`config.mk`:
```
export PLATFORM = sky130hd
export DESIGN_NAME = bitwise_reduce_stream_flat
export DESIGN_NICKNAME = d
export VERILOG_FILES = /design/src/rtl/bitwise_reduce_stream_if.sv /design/src/rtl/bitwise_reduce_stream.sv /design/src/flat_wrapper.sv
export SDC_FILE = /design/constraint.sdc
export NUM_CORES = 1
export LEC_CHECK = 0
export CORE_MARGIN = 3
export CORE_UTILIZATION = 40
export CTS_CLUSTER_DIAMETER = 120
export DETAILED_ROUTE_END_ITERATION = 16
export PLACE_DENSITY = 0.64
export SYNTH_ARGS = -nofsm -noshare
export SYNTH_HDL_FRONTEND = slang
export SYNTH_SLANG_ARGS = --single-unit
```
`constraint.sdc`:
```
create_clock -name CLK -period 17.2 [get_ports CLK]
set_clock_uncertainty 0.2 [all_clocks]
set_input_delay 3.44 -clock CLK [delete_from_list [all_inputs] [get_ports CLK]]
set_output_delay 3.44 -clock CLK [all_outputs]
set_load 0.05 [all_outputs]
```
`src/rtl/bitwise_reduce_stream_if.sv`:
```
// Stream bundle for bitwise_reduce_stream: operand beats in, frame result out.
// out_beats exists only when REDUCE_COUNT_EN is defined.
interface bitwise_reduce_stream_if #(
  parameter int WIDTH = 8,
  parameter int N     = 8
);
  logic [1:0]         mode;
  logic [N*WIDTH-1:0] I;
  logic               in_valid;
  logic               in_last;
  logic               in_ready;
  logic [WIDTH-1:0]   O;
  logic               out_valid;
  logic               out_ready;
  logic               busy;
`ifdef REDUCE_COUNT_EN
  logic [7:0]         out_beats;

  modport master (
    output mode, I, in_valid, in_last, out_ready,
    input  in_ready, O, out_valid, busy, out_beats
  );

  modport slave (
    input  mode, I, in_valid, in_last, out_ready,
    output in_ready, O, out_valid, busy, out_beats
  );
`else
  modport master (
    output mode, I, in_valid, in_last, out_ready,
    input  in_ready, O, out_valid, busy
  );

  modport slave (
    input  mode, I, in_valid, in_last, out_ready,
    output in_ready, O, out_valid, busy
  );
`endif
endinterface

```
`src/rtl/bitwise_reduce_stream.sv`:
```
// Two-stage streaming OR/AND/XOR/NOR reducer folding N-word beats into one result per frame.
// Optional REDUCE_COUNT_EN adds a saturating per-frame beat count on out_beats.
module bitwise_reduce_stream #(
  parameter int WIDTH = 8,
  parameter int N     = 8
) (
  input logic                   CLK,
  input logic                   RESET,
  bitwise_reduce_stream_if.slave bus
);

  typedef enum logic [1:0] {
    OP_OR  = 2'b00,
    OP_AND = 2'b01,
    OP_XOR = 2'b10,
    OP_NOR = 2'b11
  } op_e;

  logic             firstBeat_q;
  op_e              frameMode_q;
  logic             aValid_q;
  logic             aFirst_q;
  logic             aLast_q;
  op_e              aMode_q;
  logic [WIDTH-1:0] aRes_q;
  logic [WIDTH-1:0] acc_q;
  logic [WIDTH-1:0] o_q;
  logic             outValid_q;
  logic             busy_q;

  op_e              beatMode;
  logic [WIDTH-1:0] beatRes;
  logic [WIDTH-1:0] acc_d;
  logic [WIDTH-1:0] o_d;
  logic             bFree;
  logic             bConsume;
  logic             inReady;
  logic             accept;

  // Mode is latched on the first beat only; later beats reuse the frame mode.
  always_comb begin
    beatMode = firstBeat_q ? op_e'(bus.mode) : frameMode_q;
    beatRes  = bus.I[WIDTH-1:0];
    for (int k = 1; k < N; k++) begin
      case (beatMode)
        OP_AND:  beatRes = beatRes & bus.I[k*WIDTH +: WIDTH];
        OP_XOR:  beatRes = beatRes ^ bus.I[k*WIDTH +: WIDTH];
        default: beatRes = beatRes | bus.I[k*WIDTH +: WIDTH];
      endcase
    end
  end

  // Non-last beats may always fold; only a frame-closing beat needs O to be free.
  always_comb begin
    bFree    = !outValid_q || bus.out_ready;
    bConsume = aValid_q && (!aLast_q || bFree);
    inReady  = !aValid_q || bConsume;
    accept   = bus.in_valid && inReady;
  end

  always_comb begin
    acc_d = aRes_q;
    if (!aFirst_q) begin
      case (aMode_q)
        OP_AND:  acc_d = acc_q & aRes_q;
        OP_XOR:  acc_d = acc_q ^ aRes_q;
        default: acc_d = acc_q | aRes_q;
      endcase
    end
    o_d = (aMode_q == OP_NOR) ? ~acc_d : acc_d;
  end

  always_ff @(posedge CLK) begin
    if (RESET) begin
      firstBeat_q <= 1'b1;
      frameMode_q <= OP_OR;
      aValid_q    <= 1'b0;
      aFirst_q    <= 1'b0;
      aLast_q     <= 1'b0;
      aMode_q     <= OP_OR;
      aRes_q      <= '0;
      acc_q       <= '0;
      o_q         <= '0;
      outValid_q  <= 1'b0;
      busy_q      <= 1'b0;
    end else begin
      if (accept) begin
        aValid_q    <= 1'b1;
        aFirst_q    <= firstBeat_q;
        aLast_q     <= bus.in_last;
        aMode_q     <= beatMode;
        aRes_q      <= beatRes;
        firstBeat_q <= bus.in_last;
        frameMode_q <= beatMode;
      end else if (bConsume) begin
        aValid_q <= 1'b0;
      end

      if (bConsume) begin
        acc_q <= acc_d;
      end

      // A fresh result may replace O on the very edge the old one handshakes.
      if (bConsume && aLast_q) begin
        o_q        <= o_d;
        outValid_q <= 1'b1;
      end else if (bus.out_ready) begin
        outValid_q <= 1'b0;
      end

      if (bConsume && aLast_q) begin
        busy_q <= 1'b0;
      end
      if (accept && firstBeat_q) begin
        busy_q <= 1'b1;
      end
    end
  end

  assign bus.in_ready  = inReady;
  assign bus.O         = o_q;
  assign bus.out_valid = outValid_q;
  assign bus.busy      = busy_q;

`ifdef REDUCE_COUNT_EN
  logic [7:0] cnt_q;
  logic [7:0] cnt_d;
  logic [7:0] outBeats_q;

  always_comb begin
    if (aFirst_q) begin
      cnt_d = 8'd1;
    end else if (cnt_q == 8'hFF) begin
      cnt_d = cnt_q;
    end else begin
      cnt_d = cnt_q + 8'd1;
    end
  end

  always_ff @(posedge CLK) begin
    if (RESET) begin
      cnt_q      <= 8'd0;
      outBeats_q <= 8'd0;
    end else if (bConsume) begin
      cnt_q <= cnt_d;
      if (aLast_q) begin
        outBeats_q <= cnt_d;
      end
    end
  end

  assign bus.out_beats = outBeats_q;
`endif

endmodule

```
`src/flat_wrapper.sv`:
```
// flat-port wrapper written by rule: the top's interface ports become plain ports
module bitwise_reduce_stream_flat 
#(
  parameter int WIDTH = 8,
  parameter int N     = 8
)
  (CLK, RESET, bus_mode, bus_I, bus_in_valid, bus_in_last, bus_out_ready, bus_in_ready, bus_O, bus_out_valid, bus_busy);
  bitwise_reduce_stream_if #(.WIDTH(WIDTH), .N(N)) bus_i ();
  input logic CLK;
  input logic RESET;
  input wire logic [$bits(bus_i.mode)-1:0] bus_mode;
  input wire logic [$bits(bus_i.I)-1:0] bus_I;
  input wire logic [$bits(bus_i.in_valid)-1:0] bus_in_valid;
  input wire logic [$bits(bus_i.in_last)-1:0] bus_in_last;
  input wire logic [$bits(bus_i.out_ready)-1:0] bus_out_ready;
  output wire logic [$bits(bus_i.in_ready)-1:0] bus_in_ready;
  output wire logic [$bits(bus_i.O)-1:0] bus_O;
  output wire logic [$bits(bus_i.out_valid)-1:0] bus_out_valid;
  output wire logic [$bits(bus_i.busy)-1:0] bus_busy;
  assign bus_i.mode = bus_mode;
  assign bus_i.I = bus_I;
  assign bus_i.in_valid = bus_in_valid;
  assign bus_i.in_last = bus_in_last;
  assign bus_i.out_ready = bus_out_ready;
  assign bus_in_ready = bus_i.in_ready;
  assign bus_O = bus_i.O;
  assign bus_out_valid = bus_i.out_valid;
  assign bus_busy = bus_i.busy;
  bitwise_reduce_stream #(.WIDTH(WIDTH), .N(N)) u_core (.CLK(CLK), .RESET(RESET), .bus(bus_i));
endmodule
```
Word level (Yosys, flattened, before mapping)
Cells that the tools add are included.
{"block": "word_totals", "reg_bits": 32, "out_inout_bits": 11}
{"block": "classes", "eq_ne": 5, "n_mux": 17, "bitwise_logic": 25, "n_reduce_logical": 13}
{"operator": "one-hot mux 8 bit (2 select lines)", "count": 8}
{"operator": "AND 8 bit", "count": 8}
{"operator": "OR 8 bit", "count": 8}
{"operator": "XOR 8 bit", "count": 8}
{"operator": "2-to-1 mux 8 bit", "count": 2}
{"operator": "inverter 8 bit", "count": 1}
{"operator": "equality test 2 bit (second input constant)", "count": 3}
{"operator": "2-to-1 mux 1 bit", "count": 6}
{"operator": "nonzero test 2 bit", "count": 3}
{"operator": "equality test 2 x 1 -> 1 bit (second input constant)", "count": 2}
{"operator": "logical AND 1 bit", "count": 4}
{"operator": "zero test 1 bit", "count": 3}
{"operator": "logical OR 1 bit", "count": 3}
{"operator": "2-to-1 mux 2 bit", "count": 1}

Longest topological paths before layout
{"block": "logic_depth", "depth_word": 15, "ltp_mapped": 33, "ltp_nobuf": 31}

Worst setup path after synthesis
No wires, ideal clock.
{"block": "synth_path", "kind": "input to register", "startpoint": "in bus_mode[0]", "endpoint": "reg u_core.aRes_q[0]", "setup_ns": 0.132, "t_arrival_ns": 8.689, "required_ns": 16.868, "slack_ns": 8.178, "stages": 33, "n_path_buf": 2, "path_cell_list": "nand2_1 o21ai_0 inv_1 ha_1 clkbuf_1 clkbuf_1 a221oi_1 a21oi_1 inv_1 ha_1 a221oi_1 a21oi_1 inv_1 ha_1 a221oi_1 a21oi_1 inv_1 ha_1 a221oi_1 a21oi_1 inv_1 ha_1 a221oi_1 a21oi_1 inv_1 ha_1 a221oi_1 a21oi_1 inv_1 ha_1 a221oi_1 a211o_1 a21oi_1"}
{"block": "synth_between", "elab_chain_len": 15, "word_cells_on_any_way": 28}
{"item": "start: declaration", "line": "flat_wrapper.sv:11", "rtl": "input wire logic [$bits(bus_i.mode)-1:0] bus_mode;"}
{"item": "2-to-1 mux 2 bit *", "line": "bitwise_reduce_stream.sv:42", "rtl": "beatMode = firstBeat_q ? op_e'(bus.mode) : frameMode_q;"}
{"item": "via u_core.beatMode[0]", "line": "bitwise_reduce_stream.sv:31", "rtl": "op_e beatMode;"}
{"item": "equality test 2 bit or equality test 2 x 1 -> 1 bit (tied branches)", "line": "bitwise_reduce_stream.sv:45", "rtl": "case (beatMode)"}
{"item": "one-hot mux 8 bit (2 select lines)", "line": "bitwise_reduce_stream.sv:45"}
{"item": "OR 8 bit, or another cell as far along", "line": "bitwise_reduce_stream.sv:48", "rtl": "default: beatRes = beatRes | bus.I[k*WIDTH +: WIDTH];"}
{"item": "one-hot mux 8 bit (2 select lines)", "line": "bitwise_reduce_stream.sv:45"}
{"item": "OR 8 bit, or another cell as far along", "line": "bitwise_reduce_stream.sv:48"}
{"item": "one-hot mux 8 bit (2 select lines)", "line": "bitwise_reduce_stream.sv:45"}
{"item": "OR 8 bit, or another cell as far along", "line": "bitwise_reduce_stream.sv:48"}
{"item": "one-hot mux 8 bit (2 select lines)", "line": "bitwise_reduce_stream.sv:45"}
{"item": "OR 8 bit, or another cell as far along", "line": "bitwise_reduce_stream.sv:48"}
{"item": "one-hot mux 8 bit (2 select lines)", "line": "bitwise_reduce_stream.sv:45"}
{"item": "OR 8 bit, or another cell as far along", "line": "bitwise_reduce_stream.sv:48"}
{"item": "one-hot mux 8 bit (2 select lines)", "line": "bitwise_reduce_stream.sv:45"}
{"item": "OR 8 bit, or another cell as far along", "line": "bitwise_reduce_stream.sv:48"}
{"item": "one-hot mux 8 bit (2 select lines) *", "line": "bitwise_reduce_stream.sv:45"}
{"item": "end signal: assignment", "line": "bitwise_reduce_stream.sv:92", "rtl": "aRes_q <= beatRes;"}
{"item": "end: declaration", "line": "bitwise_reduce_stream.sv:25", "rtl": "logic [WIDTH-1:0] aRes_q;"}
Mark *: on every way through the listed nets, which the timed path passes. The rest lies on a longest branch.
A chain may end at the register's enable or synchronous reset.

Worst setup path after layout
{"block": "layout_path", "startpoint": "in bus_mode[0]", "endpoint": "reg u_core.aRes_q[7]"}
Same word-level chain as after synthesis.

==> out/results.tsv <==
stage	metric	value	unit
detailed_routing	via_count	3883	
worst_setup_path	cp_max_fo	81	
sta	setup_viol	0	
floorplan	start_util	0.419	
outcome	outcome	finished clean	
power	switching_share	0.397	
sta	finalCriticalPeriod	10160	ps
clock_network	cts_made_buffers	5	
power	internal-power	204	µW
sta	worst_pin_slew	747	ps
worst_setup_path	setup.worst_path.class	input port to flip-flop	
sta	finalHoldViolCount	0	
worst_setup_path	crit_start	bus_mode[0]	
yosys	ys_types	27	
clock_network	post_cts_buffers	0	
yosys	yosysWarningCount	0	
power	pwr_density_cell	62.6	mW/mm²
yosys	ys_ff_latch	32	
floorplan	num_rows	37	
power	leakage	0.00277	µW
sta	fin_tns_setup	0	ps
clock_network	cts_resized	0	
floorplan	die_x	111	µm
final_layout	post-route-util	0.513	
floorplan	io_pins	82	
power	power.total	339	µW
global_routing	antenna_found_initial	0	
worst_setup_path	cp.required	17150	ps
worst_setup_path	cpPeakStageDelay	670	ps
final_layout	drive_gt1_frac	0.0296	
sta	final_max_slew_viol_count	0	
global_routing	grt.total_usage	0.149	
floorplan	die_h	111	µm
yosys	syn_area	0.00443	mm²
clock_network	clk_pin_slew_worst_paths	70	ps
placement	dp_cells	737	
worst_setup_path	cp.arrival	10110	ps
detailed_routing	vias_per_cell	5.21	
detailed_routing	drtIter0Drc	152	
detailed_routing	routed.top_layer	met4	
final_layout	antenna_cells	0	
power	net-switching-power	135	µW
clock_network	clk_latency	280	ps
placement	place_congestion	0.757	
detailed_routing	dr.pass1.iters	4	
detailed_routing	wl_met2	4650	µm
worst_setup_path	crit_path_start_kind	input port	
clock_network	cts_max_path_buffers	2	
yosys	netlist_instances	552	
detailed_routing	postRouteWirelength	9480	µm
placement	dp_hpwl	7090	µm
final_layout	n_fill_cell	996	
yosys	avgSynthCellArea	8.02	µm²
floorplan	coreArea	0.0106	mm²
global_routing	gr-total-overflow	0	
worst_setup_path	crit_slowest_cell	buf_4	
power	seqPwrFrac	0.250	
power	peakVddDrop	0.0343	mV
detailed_routing	met1Wirelength	4310	µm
clock_network	tritoncts	yes	
global_routing	grt_pass1_wl	16200	µm
worst_setup_path	end_kind	flip-flop	
final_layout	final_nets	812	
floorplan	die_area	0.0124	mm²
sta	finalCritPeriodShare	0.591	
yosys	yosysSeqAreaShare	0.145	
yosys	synth_nets	756	
final_layout	syn_to_final_growth	22.3	%
worst_setup_path	crit_family	compound AO/OA/AOI/OAI gates	
sta	rsz0062_at_grt	no	
worst_setup_path	r2r-start	u_core.aMode_q[0]$_SDFFE_PP0P_	
detailed_routing	final_antenna_net_count	0	
global_routing	grt_pass1_vias	3776	
sta	fmax	0.0984	GHz
clock_network	cts_max_level	2	
global_routing	grt_max_degree	82	
clock_network	cts_hold_buf	0	
detailed_routing	dr_wl_met3	423	µm
placement	numPortBuffers	81	
power	combPwrFrac	0.544	
sta	slew_headroom	0.502	
final_layout	stdcell_count	745	
flow_run	maxCapViolCount	0	
hold_path	hold_path_class	flip-flop to flip-flop	
hold_path	min_from	u_core.bus.busy$_SDFFE_PP0P_	
detailed_routing	wl_per_cell	12.7	µm
worst_setup_path	critPathBufInv	9	
detailed_routing	drcViolationCount	0	
power	p_clk_frac	0.207	
clock_network	clkSinkCount	32	
clock_network	clockRootBuffer	clkbuf_8	
[flip-flops by register name, summed over array words and instances (netlist names)]
name / cells
u_core.firstBeat_q: 1
u_core.aMode_q: 2
u_core.bus.busy: 1
u_core.aRes_q: 8
u_core.aFirst_q: 1
u_core.acc_q: 8
u_core.aValid_q: 1
u_core.bus.out_valid: 1
u_core.aLast_q: 1
u_core.bus.O: 8
[cell type report]
cell class              instances  area [µm²]  share of cell area
inverters                     134         503              0.0929
repair buffers                 84         833               0.154
clock inverters                 2        35.0             0.00647
clock buffers                   6        72.6              0.0134
multi-input cells             351        3160               0.583
flip-flops and latches         32         641               0.118
well taps                     136         170              0.0314
[tightest hold or removal path, delay by kind of cell (launching register included)]
family,cells,cell delay [ps]
compound gates,1,60
flops,1,310
simple gates,1,60
[synthesized netlist by cell type]
master    count  area share
clkbuf_2      1      0.0011
a211oi_2      5       0.014
inv_1       134        0.11
clkbuf_1     19       0.016
and3_1        1      0.0014
o21ai_0       2      0.0023
buf_2         5      0.0057
a21o_1        2      0.0034
a22oi_1       9       0.015
o21ai_2       1      0.0020
and3b_1       1      0.0020
ha_1        133        0.38
a21oi_1      62       0.070
dfxtp_1      32        0.14
a211oi_1      6       0.010
buf_1        10      0.0085
xnor2_1       8       0.016
nand2_1      18       0.015
nand3_1       3      0.0034
mux2i_1       8       0.018
a222oi_1      5       0.011
a221oi_1     57        0.11
nand4b_1      1      0.0020
nor2_1       19       0.016
nand2b_1      1      0.0014
a211o_1       8       0.016
nor2b_1       1      0.0014
[placed cells by master, fill, tap and decap left out, types with 9 or more instances in the layout]
cell,Yosys,layout
inv_1,134,134
dfxtp_1,32,32
ha_1,133,131
nand2_1,18,18
a221oi_1,57,57
nor2_1,19,19
a21oi_1,62,62
a22oi_1,9,9
clkdlybuf4s50_1,0,81
[power by group through the flow]
stage	sequential [µW]	combinational [µW]	clock (µW)
floorplan	87.3	132	0
global placement	86.1	174	0
finish	84.6	184	70.0
detailed placement	86.3	184	0
global route	85.5	214	75.6
CTS	84.6	186	72.1
[final timing paths]
check / to / slack (ps) / cells past startpoint
max: u_core.aRes_q[7]$_SDFFE_PP0P_ / 7040 / 33
min: u_core.bus.busy$_SDFFE_PP0P_ / 270 / 2
max reg2reg: u_core.aRes_q[7]$_SDFFE_PP0P_ / 10090 / 32
min reg2reg: u_core.bus.busy$_SDFFE_PP0P_ / 270 / 2
[cells by family (layout without fill, tap and decap cells)]
kind of cell / Yosys count / in the layout / synth area share
buf+inv: 169 / 226 / 0.145
xor+xnor: 8 / 8 / 0.0158
simple gates: 45 / 45 / 0.0430
compound gates: 157 / 157 / 0.257
mux: 8 / 8 / 0.0181
flops: 32 / 32 / 0.145
fa+ha+maj: 133 / 133 / 0.376
[through the flow]
stage                     area, µm²  worst slack [ps]  hold WS, ps
after floorplan                4430              8180          253
after global placement         5310              7040          250
after detailed placement       5310              6780          266
after CTS                      5410              7070          276
after global routing           5410              6410          299
final                          5410              7040          273
[routing by layer]
layer,global-route usage,vias to the layer above
met3,0.0284,7
met4,0.0324,0
met1,0.178,1796
li1,-,2006
met2,0.276,74
met5,0,-
(Power assumes the default switching activity.)
